### src/rtl/serial_subtractor_if.sv
// Handshake and data bundle for the bit-serial subtractor.
// The master side supplies operands and consumes results; the slave side is the subtractor.
interface serial_subtractor_if #(
  parameter int WIDTH = 4
) ();
  logic             in_valid;
  logic             in_ready;
  logic [WIDTH-1:0] sub_a;
  logic [WIDTH-1:0] sub_b;
  logic             sub_bin;
  logic             out_valid;
  logic             out_ready;
  logic [WIDTH-1:0] sub_diff;
  logic             sub_bout;
  logic             sub_ovf;

  modport master (
    output in_valid, sub_a, sub_b, sub_bin, out_ready,
    input  in_ready, out_valid, sub_diff, sub_bout, sub_ovf
  );

  modport slave (
    input  in_valid, sub_a, sub_b, sub_bin, out_ready,
    output in_ready, out_valid, sub_diff, sub_bout, sub_ovf
  );
endinterface

### src/rtl/serial_subtractor.sv
// Bit-serial subtractor: computes a - b - bin one bit per clock, LSB first,
// using a single full-subtractor cell. Operands arrive via a valid/ready handshake
// and the result leaves via a valid/ready handshake. All outputs are registered.
module serial_subtractor #(
  parameter  int WIDTH = 4,
  localparam int CW    = $clog2(WIDTH) + 1
) (
  input  logic                 clk,
  input  logic                 rst_n,
  serial_subtractor_if.slave   bus
);

  typedef enum logic [1:0] {
    ST_IDLE = 2'd0,
    ST_RUN  = 2'd1,
    ST_DONE = 2'd2
  } state_e;

  state_e           state_q, state_d;
  logic [WIDTH-1:0] a_q, a_d;        // minuend shift register
  logic [WIDTH-1:0] b_q, b_d;        // subtrahend shift register
  logic [WIDTH-1:0] res_q, res_d;    // result assembly register, fills from the MSB
  logic             bw_q, bw_d;      // running borrow
  logic             a_sign_q, a_sign_d;
  logic             b_sign_q, b_sign_d;
  logic [CW-1:0]    cnt_q, cnt_d;
  logic             in_ready_q, in_ready_d;
  logic             out_valid_q, out_valid_d;
  logic [WIDTH-1:0] diff_q, diff_d;  // presented result, held until the next DONE
  logic             bout_q, bout_d;
  logic             ovf_q, ovf_d;

  logic             bit_diff_s;
  logic             bw_next_s;
  logic             last_bit_s;
  logic             accept_s;

  // One full-subtractor cell on the current operand LSBs and the running borrow.
  always_comb begin
    bit_diff_s = a_q[0] ^ b_q[0] ^ bw_q;
    bw_next_s  = (~a_q[0] & b_q[0]) | (~a_q[0] & bw_q) | (b_q[0] & bw_q);
    last_bit_s = (cnt_q == CW'(WIDTH - 1));
    accept_s   = bus.in_valid & in_ready_q;
  end

  // Next-state and next-output logic for the IDLE/RUN/DONE sequencer.
  always_comb begin
    state_d     = state_q;
    a_d         = a_q;
    b_d         = b_q;
    res_d       = res_q;
    bw_d        = bw_q;
    a_sign_d    = a_sign_q;
    b_sign_d    = b_sign_q;
    cnt_d       = cnt_q;
    in_ready_d  = in_ready_q;
    out_valid_d = out_valid_q;
    diff_d      = diff_q;
    bout_d      = bout_q;
    ovf_d       = ovf_q;

    case (state_q)
      ST_IDLE: begin
        out_valid_d = 1'b0;
        if (accept_s) begin
          a_d        = bus.sub_a;
          b_d        = bus.sub_b;
          bw_d       = bus.sub_bin;
          a_sign_d   = bus.sub_a[WIDTH-1];
          b_sign_d   = bus.sub_b[WIDTH-1];
          res_d      = {WIDTH{1'b0}};
          cnt_d      = {CW{1'b0}};
          in_ready_d = 1'b0;
          state_d    = ST_RUN;
        end else begin
          in_ready_d = 1'b1;
        end
      end

      ST_RUN: begin
        in_ready_d = 1'b0;
        a_d        = {1'b0, a_q[WIDTH-1:1]};
        b_d        = {1'b0, b_q[WIDTH-1:1]};
        res_d      = {bit_diff_s, res_q[WIDTH-1:1]};
        bw_d       = bw_next_s;
        cnt_d      = cnt_q + CW'(1);
        if (last_bit_s) begin
          // The bit computed now is the result MSB, so the output can be built directly.
          diff_d      = {bit_diff_s, res_q[WIDTH-1:1]};
          bout_d      = bw_next_s;
          ovf_d       = (a_sign_q != b_sign_q) & (bit_diff_s != a_sign_q);
          out_valid_d = 1'b1;
          state_d     = ST_DONE;
        end else begin
          out_valid_d = 1'b0;
        end
      end

      ST_DONE: begin
        if (bus.out_ready) begin
          // in_ready rises together with out_valid falling: IDLE accepts on the next edge.
          out_valid_d = 1'b0;
          in_ready_d  = 1'b1;
          state_d     = ST_IDLE;
        end else begin
          out_valid_d = 1'b1;
          in_ready_d  = 1'b0;
        end
      end

      default: begin
        state_d     = ST_IDLE;
        in_ready_d  = 1'b0;
        out_valid_d = 1'b0;
      end
    endcase
  end

  // State, datapath and output registers; reset discards any operation in flight.
  always_ff @(posedge clk or negedge rst_n) begin
    if (!rst_n) begin
      state_q     <= ST_IDLE;
      a_q         <= {WIDTH{1'b0}};
      b_q         <= {WIDTH{1'b0}};
      res_q       <= {WIDTH{1'b0}};
      bw_q        <= 1'b0;
      a_sign_q    <= 1'b0;
      b_sign_q    <= 1'b0;
      cnt_q       <= {CW{1'b0}};
      in_ready_q  <= 1'b0;
      out_valid_q <= 1'b0;
      diff_q      <= {WIDTH{1'b0}};
      bout_q      <= 1'b0;
      ovf_q       <= 1'b0;
    end else begin
      state_q     <= state_d;
      a_q         <= a_d;
      b_q         <= b_d;
      res_q       <= res_d;
      bw_q        <= bw_d;
      a_sign_q    <= a_sign_d;
      b_sign_q    <= b_sign_d;
      cnt_q       <= cnt_d;
      in_ready_q  <= in_ready_d;
      out_valid_q <= out_valid_d;
      diff_q      <= diff_d;
      bout_q      <= bout_d;
      ovf_q       <= ovf_d;
    end
  end

  assign bus.in_ready  = in_ready_q;
  assign bus.out_valid = out_valid_q;
  assign bus.sub_diff  = diff_q;
  assign bus.sub_bout  = bout_q;
  assign bus.sub_ovf   = ovf_q;

endmodule

### src/flat_wrapper.sv
// flat-port wrapper written by rule: the top's interface ports become plain ports
module serial_subtractor_flat 
#(
  parameter  int WIDTH = 4,
  localparam int CW    = $clog2(WIDTH) + 1
)
  (clk, rst_n, bus_in_valid, bus_sub_a, bus_sub_b, bus_sub_bin, bus_out_ready, bus_in_ready, bus_out_valid, bus_sub_diff, bus_sub_bout, bus_sub_ovf);
  serial_subtractor_if #(.WIDTH(WIDTH)) bus_i ();
  input  logic clk;
  input  logic rst_n;
  input wire logic [$bits(bus_i.in_valid)-1:0] bus_in_valid;
  input wire logic [$bits(bus_i.sub_a)-1:0] bus_sub_a;
  input wire logic [$bits(bus_i.sub_b)-1:0] bus_sub_b;
  input wire logic [$bits(bus_i.sub_bin)-1:0] bus_sub_bin;
  input wire logic [$bits(bus_i.out_ready)-1:0] bus_out_ready;
  output wire logic [$bits(bus_i.in_ready)-1:0] bus_in_ready;
  output wire logic [$bits(bus_i.out_valid)-1:0] bus_out_valid;
  output wire logic [$bits(bus_i.sub_diff)-1:0] bus_sub_diff;
  output wire logic [$bits(bus_i.sub_bout)-1:0] bus_sub_bout;
  output wire logic [$bits(bus_i.sub_ovf)-1:0] bus_sub_ovf;
  assign bus_i.in_valid = bus_in_valid;
  assign bus_i.sub_a = bus_sub_a;
  assign bus_i.sub_b = bus_sub_b;
  assign bus_i.sub_bin = bus_sub_bin;
  assign bus_i.out_ready = bus_out_ready;
  assign bus_in_ready = bus_i.in_ready;
  assign bus_out_valid = bus_i.out_valid;
  assign bus_sub_diff = bus_i.sub_diff;
  assign bus_sub_bout = bus_i.sub_bout;
  assign bus_sub_ovf = bus_i.sub_ovf;
  serial_subtractor #(.WIDTH(WIDTH)) u_core (.clk(clk), .rst_n(rst_n), .bus(bus_i));
endmodule
### config.mk
export PLATFORM = sky130hd
export DESIGN_NAME = serial_subtractor_flat
export DESIGN_NICKNAME = d
export VERILOG_FILES = /design/src/rtl/serial_subtractor_if.sv /design/src/rtl/serial_subtractor.sv /design/src/flat_wrapper.sv
export SDC_FILE = /design/constraint.sdc
export NUM_CORES = 1
export LEC_CHECK = 0
export CAP_MARGIN = 20
export CORE_UTILIZATION = 59
export CTS_BUF_LIST = sky130_fd_sc_hd__clkbuf_8
export DETAILED_ROUTE_END_ITERATION = 7
export GPL_TIMING_DRIVEN = 0
export PLACE_DENSITY = 0.87
export SETUP_SLACK_MARGIN = 0.5
export SLEW_MARGIN = 20
export SYNTH_ARGS = -nofsm -noshare
export SYNTH_HDL_FRONTEND = slang
export SYNTH_SLANG_ARGS = --single-unit
export TNS_END_PERCENT = 1
### constraint.sdc
create_clock -name clk -period 5 [get_ports clk]
set_clock_uncertainty 0.2 [all_clocks]
set_input_delay 0.5 -clock clk [delete_from_list [all_inputs] [get_ports clk]]
set_output_delay 0.5 -clock clk [all_outputs]
set_load 0.02 [all_outputs]
After elaboration in Yosys (flattened, before gate mapping)
Index checks and enable logic that the tools add are counted.
Storage, ports and cells
  bits in latches: 0
  memories kept: 0
  word-level logic and storage cells: 58
  bits in registers: 28
  ROM bits: 0
  bits in writable memories: 0
Cells by class
  add/sub/neg operators: 1
  bitwise gates (word level): 10
  div/mod/pow operators: 0
  multipliers: 0
  muxes and demuxes: 20
  shifts and indexed selects: 0
  equal/unequal tests: 8
  order comparisons: 0
  reduce and logical (&&, ||, !) cells: 6
Operators by type and width (number)
  4-bit one-hot mux with 2 select lines: 3
  4-bit two-way mux: 3
  2-bit two-way mux: 3
  1-bit one-hot mux with 2 select lines: 3
  2-bit one-hot mux with 3 select lines: 1
  3-bit one-hot mux with 2 select lines: 1
  2-bit AND reduction: 3
  1-bit AND: 5
  1-bit two-way mux: 5
  2-bit by 1-bit inequality test with 1-bit output, second input constant: 2
  3-bit by 1-bit adder with 3-bit output, second input constant: 1
  3-bit by 2-bit == test with 1-bit output, second input constant: 1
  3-bit two-way mux: 1
  3-bit AND reduction: 1
  2-bit by 1-bit == test with 1-bit output, second input constant: 1
  2-bit == test, second input constant: 1
  2-bit logical NOT: 1
  1-bit inequality test: 2
  2-bit inequality test, second input constant: 1
  1-bit OR: 2
  2-bit nonzero test: 1
  1-bit XOR: 2
  1-bit NOT: 1

Longest topological paths before layout
Gate-level depths: netlist (run 1).
  word-level depth: 5
  gate-level depth with buffers: 7
  mapped depth without buffers: 5

Least setup slack after synthesis (run 1)
No wires, ideal clock.
  kind: register to register
  start: reg u_core.state_q[0]
  end: reg u_core.state_q[0]
  slack: 3.299 ns
  stages on the path, launching flop included: 6
  required time: 4.675 ns
  buffers on the path: 0
  setup time: 0.125 ns
  arrival time: 1.376 ns
  clock period less this slack: 1.701 ns
  cells stage by stage: dfrtp_1 inv_1 ha_1 a21boi_4 nor3_2 mux2_4
On the way
  word-level cells in the longest chain between the ends: 3
  elaborated cells between the ends (all ways): 8
  classes of those cells: 5 x eq/ne; 1 x mux; 2 x reduce/logical
RTL lines
  from (decl): RTL line serial_subtractor.sv:19  | state_e state_q, state_d;
  from (signal assigned): RTL line serial_subtractor.sv:136  | state_q <= state_d;
  2-bit by 1-bit == test with 1-bit output, or another cell as far along: RTL line serial_subtractor.sv:62  | case (state_q)
  2-bit by 1-bit inequality test with 1-bit output (no line) / 2-bit inequality test (equally long branches)
  3-bit AND reduction (no line)
Several ways; a longest one is shown, not always the timed one.
A chain may end at the register's enable or synchronous reset.

Worst setup path after layout (run 1)
  start: reg u_core.in_ready_q (netlist: u_core.bus.in_ready)
  end: out bus_in_ready
RTL lines
  from (decl): RTL line serial_subtractor.sv:27  | logic in_ready_q, in_ready_d;
  from (signal assigned): RTL line serial_subtractor.sv:144  | in_ready_q <= in_ready_d;
  to (decl): RTL line flat_wrapper.sv:16  | output wire logic [$bits(bus_i.in_ready)-1:0] bus_in_ready;
No word-level cell between the ends.

==> flow_summary.json, run 1 <==
{
  "syn_avg_cell_area_um2": 11.2,
  "drt-pass1-iter-count": 4,
  "rsz0062_at_grt": "no",
  "synth-edff-count": 0,
  "cellInternalPower_uw": 602,
  "yosysSeqAreaShare_pct": 51.6,
  "htreeDepth": 1,
  "layout-drive-gt1-share_pct": 14.2,
  "cp_num_buf_inv": 1,
  "numClockSinks": 27,
  "synth_top_cell_by_area": "dfrtp_1",
  "drcViolationCount": 0,
  "synth_cell_type_count": 28,
  "cts_tree": "done",
  "syn_area_um2": 1310,
  "fp.dieW_um": 49.1,
  "antenna_found_initial": 0,
  "grt_use_total_pct": 23.6,
  "via_per_inst": 5.65,
  "dieArea_um2": 2410,
  "worstHoldPathType": "input port to asynchronous set/reset pin",
  "syn_nets": 138,
  "clock_path_buffers": 2,
  "power_density_nw_per_um2": 641,
  "grt_overflow": 0,
  "cts.clk_slew.worst_paths_ps": 90,
  "endpoint_kind": "output pin",
  "power.total_uw": 1020,
  "clockRootBuffer": "clkbuf_8",
  "worstMarginPinSlew_ps": 578,
  "cts_resized": 0,
  "irDropWorstVdd_v": 0.000419,
  "critical_path_class": "register to output pin",
  "switchingPower_uw": 413,
  "syn_inst": 117,
  "critPathTopFamily": "buffers and inverters",
  "core_area_um2": 2020,
  "clkLatencyLatePin_ps": 270,
  "clockPowerShare_pct": 12.2,
  "path_cells": "clkdlybuf4s50_1",
  "routedWlPerCell_um": 14.9,
  "switching_share_pct": 40.7,
  "setup_viol": 0,
  "yosysTopAreaCellShare_pct": 51.6,
  "holdBufCountCts": 0,
  "power.leakage_uw": 0.000727,
  "ant_nets": 0,
  "slew_viol_final": 0,
  "grt_max_degree": 28,
  "num_rows": 16,
  "cts_buffers": 3,
  "power_frac_seq_pct": 35.5,
  "grt_pass1_wl_um": 4340,
  "status": "finished, final reports clean",
  "maxCapViolations": 0,
  "layout.cells.non_filler": 168,
  "synthTopCellsByCount": "dfrtp_1, o21ai_1, nand2_1, o21ai_0",
  "timing.slew.headroom_pct": 61.5,
  "synth.area.top_cells": "dfrtp_1, ha_1, o21ai_1, mux2i_1, o21ai_0",
  "dp_hpwl_um": 1830,
  "synth_most_common_cell": "dfrtp_1",
  "drt_wl_total_um": 2500,
  "critPathMaxStageDelay_ps": 650,
  "fp.dieH_um": 49.1,
  "critPathMaxFanout": 6,
  "cp-start-kind": "register",
  "fin_nets": 163,
  "dp_cells": 164,
  "gp_congestion": 0.761,
  "grt_pass1_vias": 952,
  "portBuffers": 20,
  "fmax_mhz": 479,
  "yosysWarnings": 0,
  "start_util_pct": 64.7,
  "final_util_pct": 78.3,
  "cp.required_ps": 4300,
  "vias": 950,
  "drt_iter0_markers": 38,
  "combPwrFrac_pct": 52.3,
  "cp.arrival_ps": 1390,
  "final-hold-violation-count": 0,
  "period_share_pct": 41.8,
  "n_antenna_cell": 0,
  "pin_count": 21,
  "post_cts_buffers": 0,
  "async_flop_share_pct": 100,
  "slowest_stage": "clkdlybuf4s50_1",
  "tns_ps": 0,
  "ys.flop_type": "dfrtp_1",
  "area_growth_pct": 21.0,
  "fin_crit_ps": 2090,
  "ys_seq_elements": 27
}
-- registers in the layout, indices dropped and copies added, names as in the netlist, 2 cells and up --
register,cells
u_core.bus.sub_diff,4
u_core.state_q,2
u_core.b_q,4
u_core.cnt_q,3
u_core.a_q,4
u_core.res_q,3
-- power groups by stage --
stage	Combinational, uW	Clock, uW	Sequential [uW]
after floorplan	356	0	380
after global placement	508	0	358
after detailed placement	532	0	364
after CTS	535	123	359
after global routing	584	132	373
final	531	124	360
-- path summary, 6_finish.rpt --
path	from	endpoint	cells after the start	slack, ps
max	u_core.bus.in_ready	bus_in_ready	1	2910
min	rst_n	u_core.bus.sub_diff[0]	1	10
max reg2reg	u_core.state_q[0]	u_core.state_q[0]	5	3130
min reg2reg	u_core.cnt_q[0]	u_core.cnt_q[0]	1	300
max in group asynchronous	rst_n	u_core.state_q[1]	1	4210
min in group clk	u_core.cnt_q[0]	u_core.cnt_q[0]	1	300
-- layout by cell type (no fill, tap or decap) --
cell              n
nand2b_1          1
mux2i_1           7
a21bo_2           1
a21boi_4          1
o21ai_1          17
o21ai_0           9
a21boi_0          1
nor3_1            1
mux2_4            1
nand2_1          12
inv_1             6
dfrtp_1          27
buf_6             1
nor2_1            1
a32o_1            2
nand3_1           2
mux2_2            4
buf_4             1
nor3_2            1
nand4_1           2
ha_1              7
clkinv_2          1
buf_2             4
o2bb2ai_2         1
clkbuf_8          3
nor2b_1           3
fa_1              1
o21ai_2           1
clkdlybuf4s50_1  19
nor3b_1           1
a21oi_1           2
-- metal layers --
metal | up-vias | global-route usage (%) | part of all wire, % | wire [um]
met4 | 0 | 5.39 | 0.84 | 21
met3 | 4 | 4.05 | 3.5 | 87
met5 | - | 0 | 0 | 0
li1 | 454 | - | - | -
met1 | 466 | 31.5 | 45 | 1130
met2 | 26 | 40.2 | 50 | 1250
-- cells by family (layout without fill, tap and decap cells) --
logic type                 count (synthesis)  after routing  share of synthesized area, %
AOI/OAI and AO/OA                         35             35                          16.8
and+or+nand+nor                           24             24                          9.08
DFF                                       27             27                          51.6
buffers and inverters                     11             35                          4.30
muxes                                     12             12                          9.94
adders and majority gates                  8              8                          8.22
-- layout make-up --
cell class              count  area, um2
repair buffers             20        195
multi-input cells          79        577
clock inverters             1       5.00
flip-flops and latches     27        676
clock buffers               3       41.3
inverters                   6       22.5
well taps                  27       33.8
plain buffers               5       33.8
fillers                   140        438
-- per-stage QoR --
step	hold WS (ps)	instance area [um2]	setup WS (ps)
finish	13.2	1580	2910
global route	65.5	1580	2850
CTS	36.1	1580	2910
detailed placement	275	1540	2920
global placement	262	1540	2910
floorplan	4.41	1310	3300
Note: power is estimated with default switching activity, not from simulation.
==> inputs of run 2 (changes only) <==
Settings changed: CORE_UTILIZATION 59 to 54, PLACE_DENSITY 0.87 to 0.8.
Clock period 5 ns to 2.2 ns, I/O delays scaled along.
==> run 2 against run 1 <==
  * Combinational power grew to 2.9 times the previous value
  * First-iteration DRC count decreased by 47%
  * Highest routed layer unchanged
  * Utilization is 0.93 points lower
  * Clock power grew 130%
  * Largest power group unchanged
  * Hold slack improved by 270 ps
  * Critical endpoint is now u_core.state_q[0]
==> flow_summary.json, run 2 (synthesis gave the netlist of run 1 again) <==
{
  "critPathMaxFanout": 6,
  "n_antenna_cell": 0,
  "tns_ps": 0,
  "fin_crit_ps": 1750,
  "layout.cells.non_filler": 179,
  "pin_count": 21,
  "drcViolationCount": 0,
  "endpoint_kind": "register",
  "nFillCells": 150,
  "start_util_pct": 58.0,
  "multiInputGateArea_um2": 638,
  "dieArea_um2": 2620,
  "clockRootBuffer": "clkbuf_8",
  "power.leakage_uw": 0.000792,
  "grt_max_degree": 28,
  "cts_buffers": 3,
  "period_share_pct": 79.4,
  "power.total_uw": 2670,
  "grt_use_total_pct": 23.4,
  "cp.required_ps": 2160,
  "via_per_inst": 5.74,
  "numClockSinks": 27,
  "final-hold-violation-count": 0,
  "gp_congestion": 0.737,
  "grt_overflow": 0,
  "clkLatencyLatePin_ps": 280,
  "grt_pass1_wl_um": 4510,
  "dp_hpwl_um": 1800,
  "fmax_mhz": 573,
  "fp.dieH_um": 51.2,
  "setup_viol": 0,
  "power_density_nw_per_um2": 1530,
  "layout_common_cells": "dfrtp_1, o21ai_1, clkdlybuf4s50_1",
  "dp_cells": 165,
  "irDropWorstVdd_v": 0.000947,
  "slew_viol_final": 0,
  "drt_wl_total_um": 2820,
  "vias": 1027,
  "area_growth_pct": 33.4,
  "portBuffers": 20,
  "cts.clk_slew.worst_paths_ps": 100,
  "core_area_um2": 2250,
  "worstMarginPinSlew_ps": 584,
  "status": "finished, final reports clean",
  "cp.arrival_ps": 1710,
  "htreeDepth": 1,
  "critical_path_class": "register to register",
  "layout-drive-gt1-share_pct": 25.8,
  "grt_pass1_vias": 1010,
  "fin_nets": 173,
  "layout_commonest_cell": "dfrtp_1",
  "regArea_um2": 677,
  "clock_path_buffers": 2,
  "worstHoldPathType": "input port to asynchronous set/reset pin",
  "fp.dieW_um": 51.2,
  "drt_iter0_markers": 20,
  "drt-pass1-iter-count": 4,
  "maxCapViolations": 0,
  "antenna_found_initial": 0,
  "num_rows": 17,
  "cts_tree": "done",
  "routedWlPerCell_um": 15.8,
  "rsz0062_at_grt": "yes",
  "ant_nets": 0,
  "timing.slew.headroom_pct": 61.1,
  "cp-start-kind": "register"
}
run 2: cell types whose count changed in the layout (fill, tap and decap cells not counted), moves of 2 or more:
cell,change
nor2b_1,-2
inv_1,-2
ha_1,-3
buf_4,+9
o21ai_0,-3
ha_4,+2
o21ai_1,+3
buf_2,-2
run 2: area by class of cell:
cell class,count,area share [%]
clock buffer,3,2.37
buffer,5,2.65
multi-input combinational,79,36.6
clock inverter,1,0.430
sequential,27,38.8
timing repair buffer,30,15.8
inverter,6,1.43
tap,28,2.01
run 2: timing repair:
| action | in CTS | in global routing |
|---|---|---|
| endpoints found under the setup margin | 22 | 27 |
| hold buffers | 1 | 0 |
| gates cloned | 0 | 1 |
| hold endpoints to repair | 27 | 0 |
| buffers inserted | 0 | 8 |
| gates resized for setup | 3 | 24 |
| pin swaps | 0 | 2 |
run 2: metrics by stage:
stage	hold slack (ps)	util, %	cell area (um2)	setup slack (ps)
2_1_floorplan	-276	-	1310	556
3_3_place_gp	264	68.6	1550	377
3_5_place_dp	57.3	68.4	1540	390
4_1_cts	296	71.5	1610	396
5_1_grt	321	77.4	1750	423
6_report	280	77.4	1750	454
run 2: worst paths after layout:
kind                               startpoint                      to  slack [ps]  cells past startpoint
min in group clk           u_core.bus.sub_ovf      u_core.bus.sub_ovf         300                      2
min reg2reg                u_core.bus.sub_ovf      u_core.bus.sub_ovf         300                      2
max                         u_core.state_q[0]       u_core.state_q[0]         450                      5
max in group asynchronous               rst_n       u_core.state_q[0]        1090                      2
max reg2reg                 u_core.state_q[0]       u_core.state_q[0]         450                      5
min                                     rst_n  u_core.bus.sub_diff[0]         280                      2
run 2: worst max-delay path, cell delays in order, from the launching register on:
cell	delay, ps
dfrtp_2	470
ha_4	190
buf_8	130
nor2b_4	120
nor3_2	200
mux2_4	320
run 2: report_power, final:
group | switching [uW] | leakage, uW | internal [uW]
logic | 777 | 0.000421 | 775
clock network | 159 | 0.0000217 | 129
registers | 138 | 0.000349 | 697
total | 1070 | 0.000792 | 1600
run 2: metal layers:
metal	vias to the layer above	track usage [%]	part of all wire, %
li1	479	-	-
met1	510	30.4	44
met2	33	41.2	49
met3	5	2.68	4.8
met4	0	6.76	1.6
met5	-	0	0
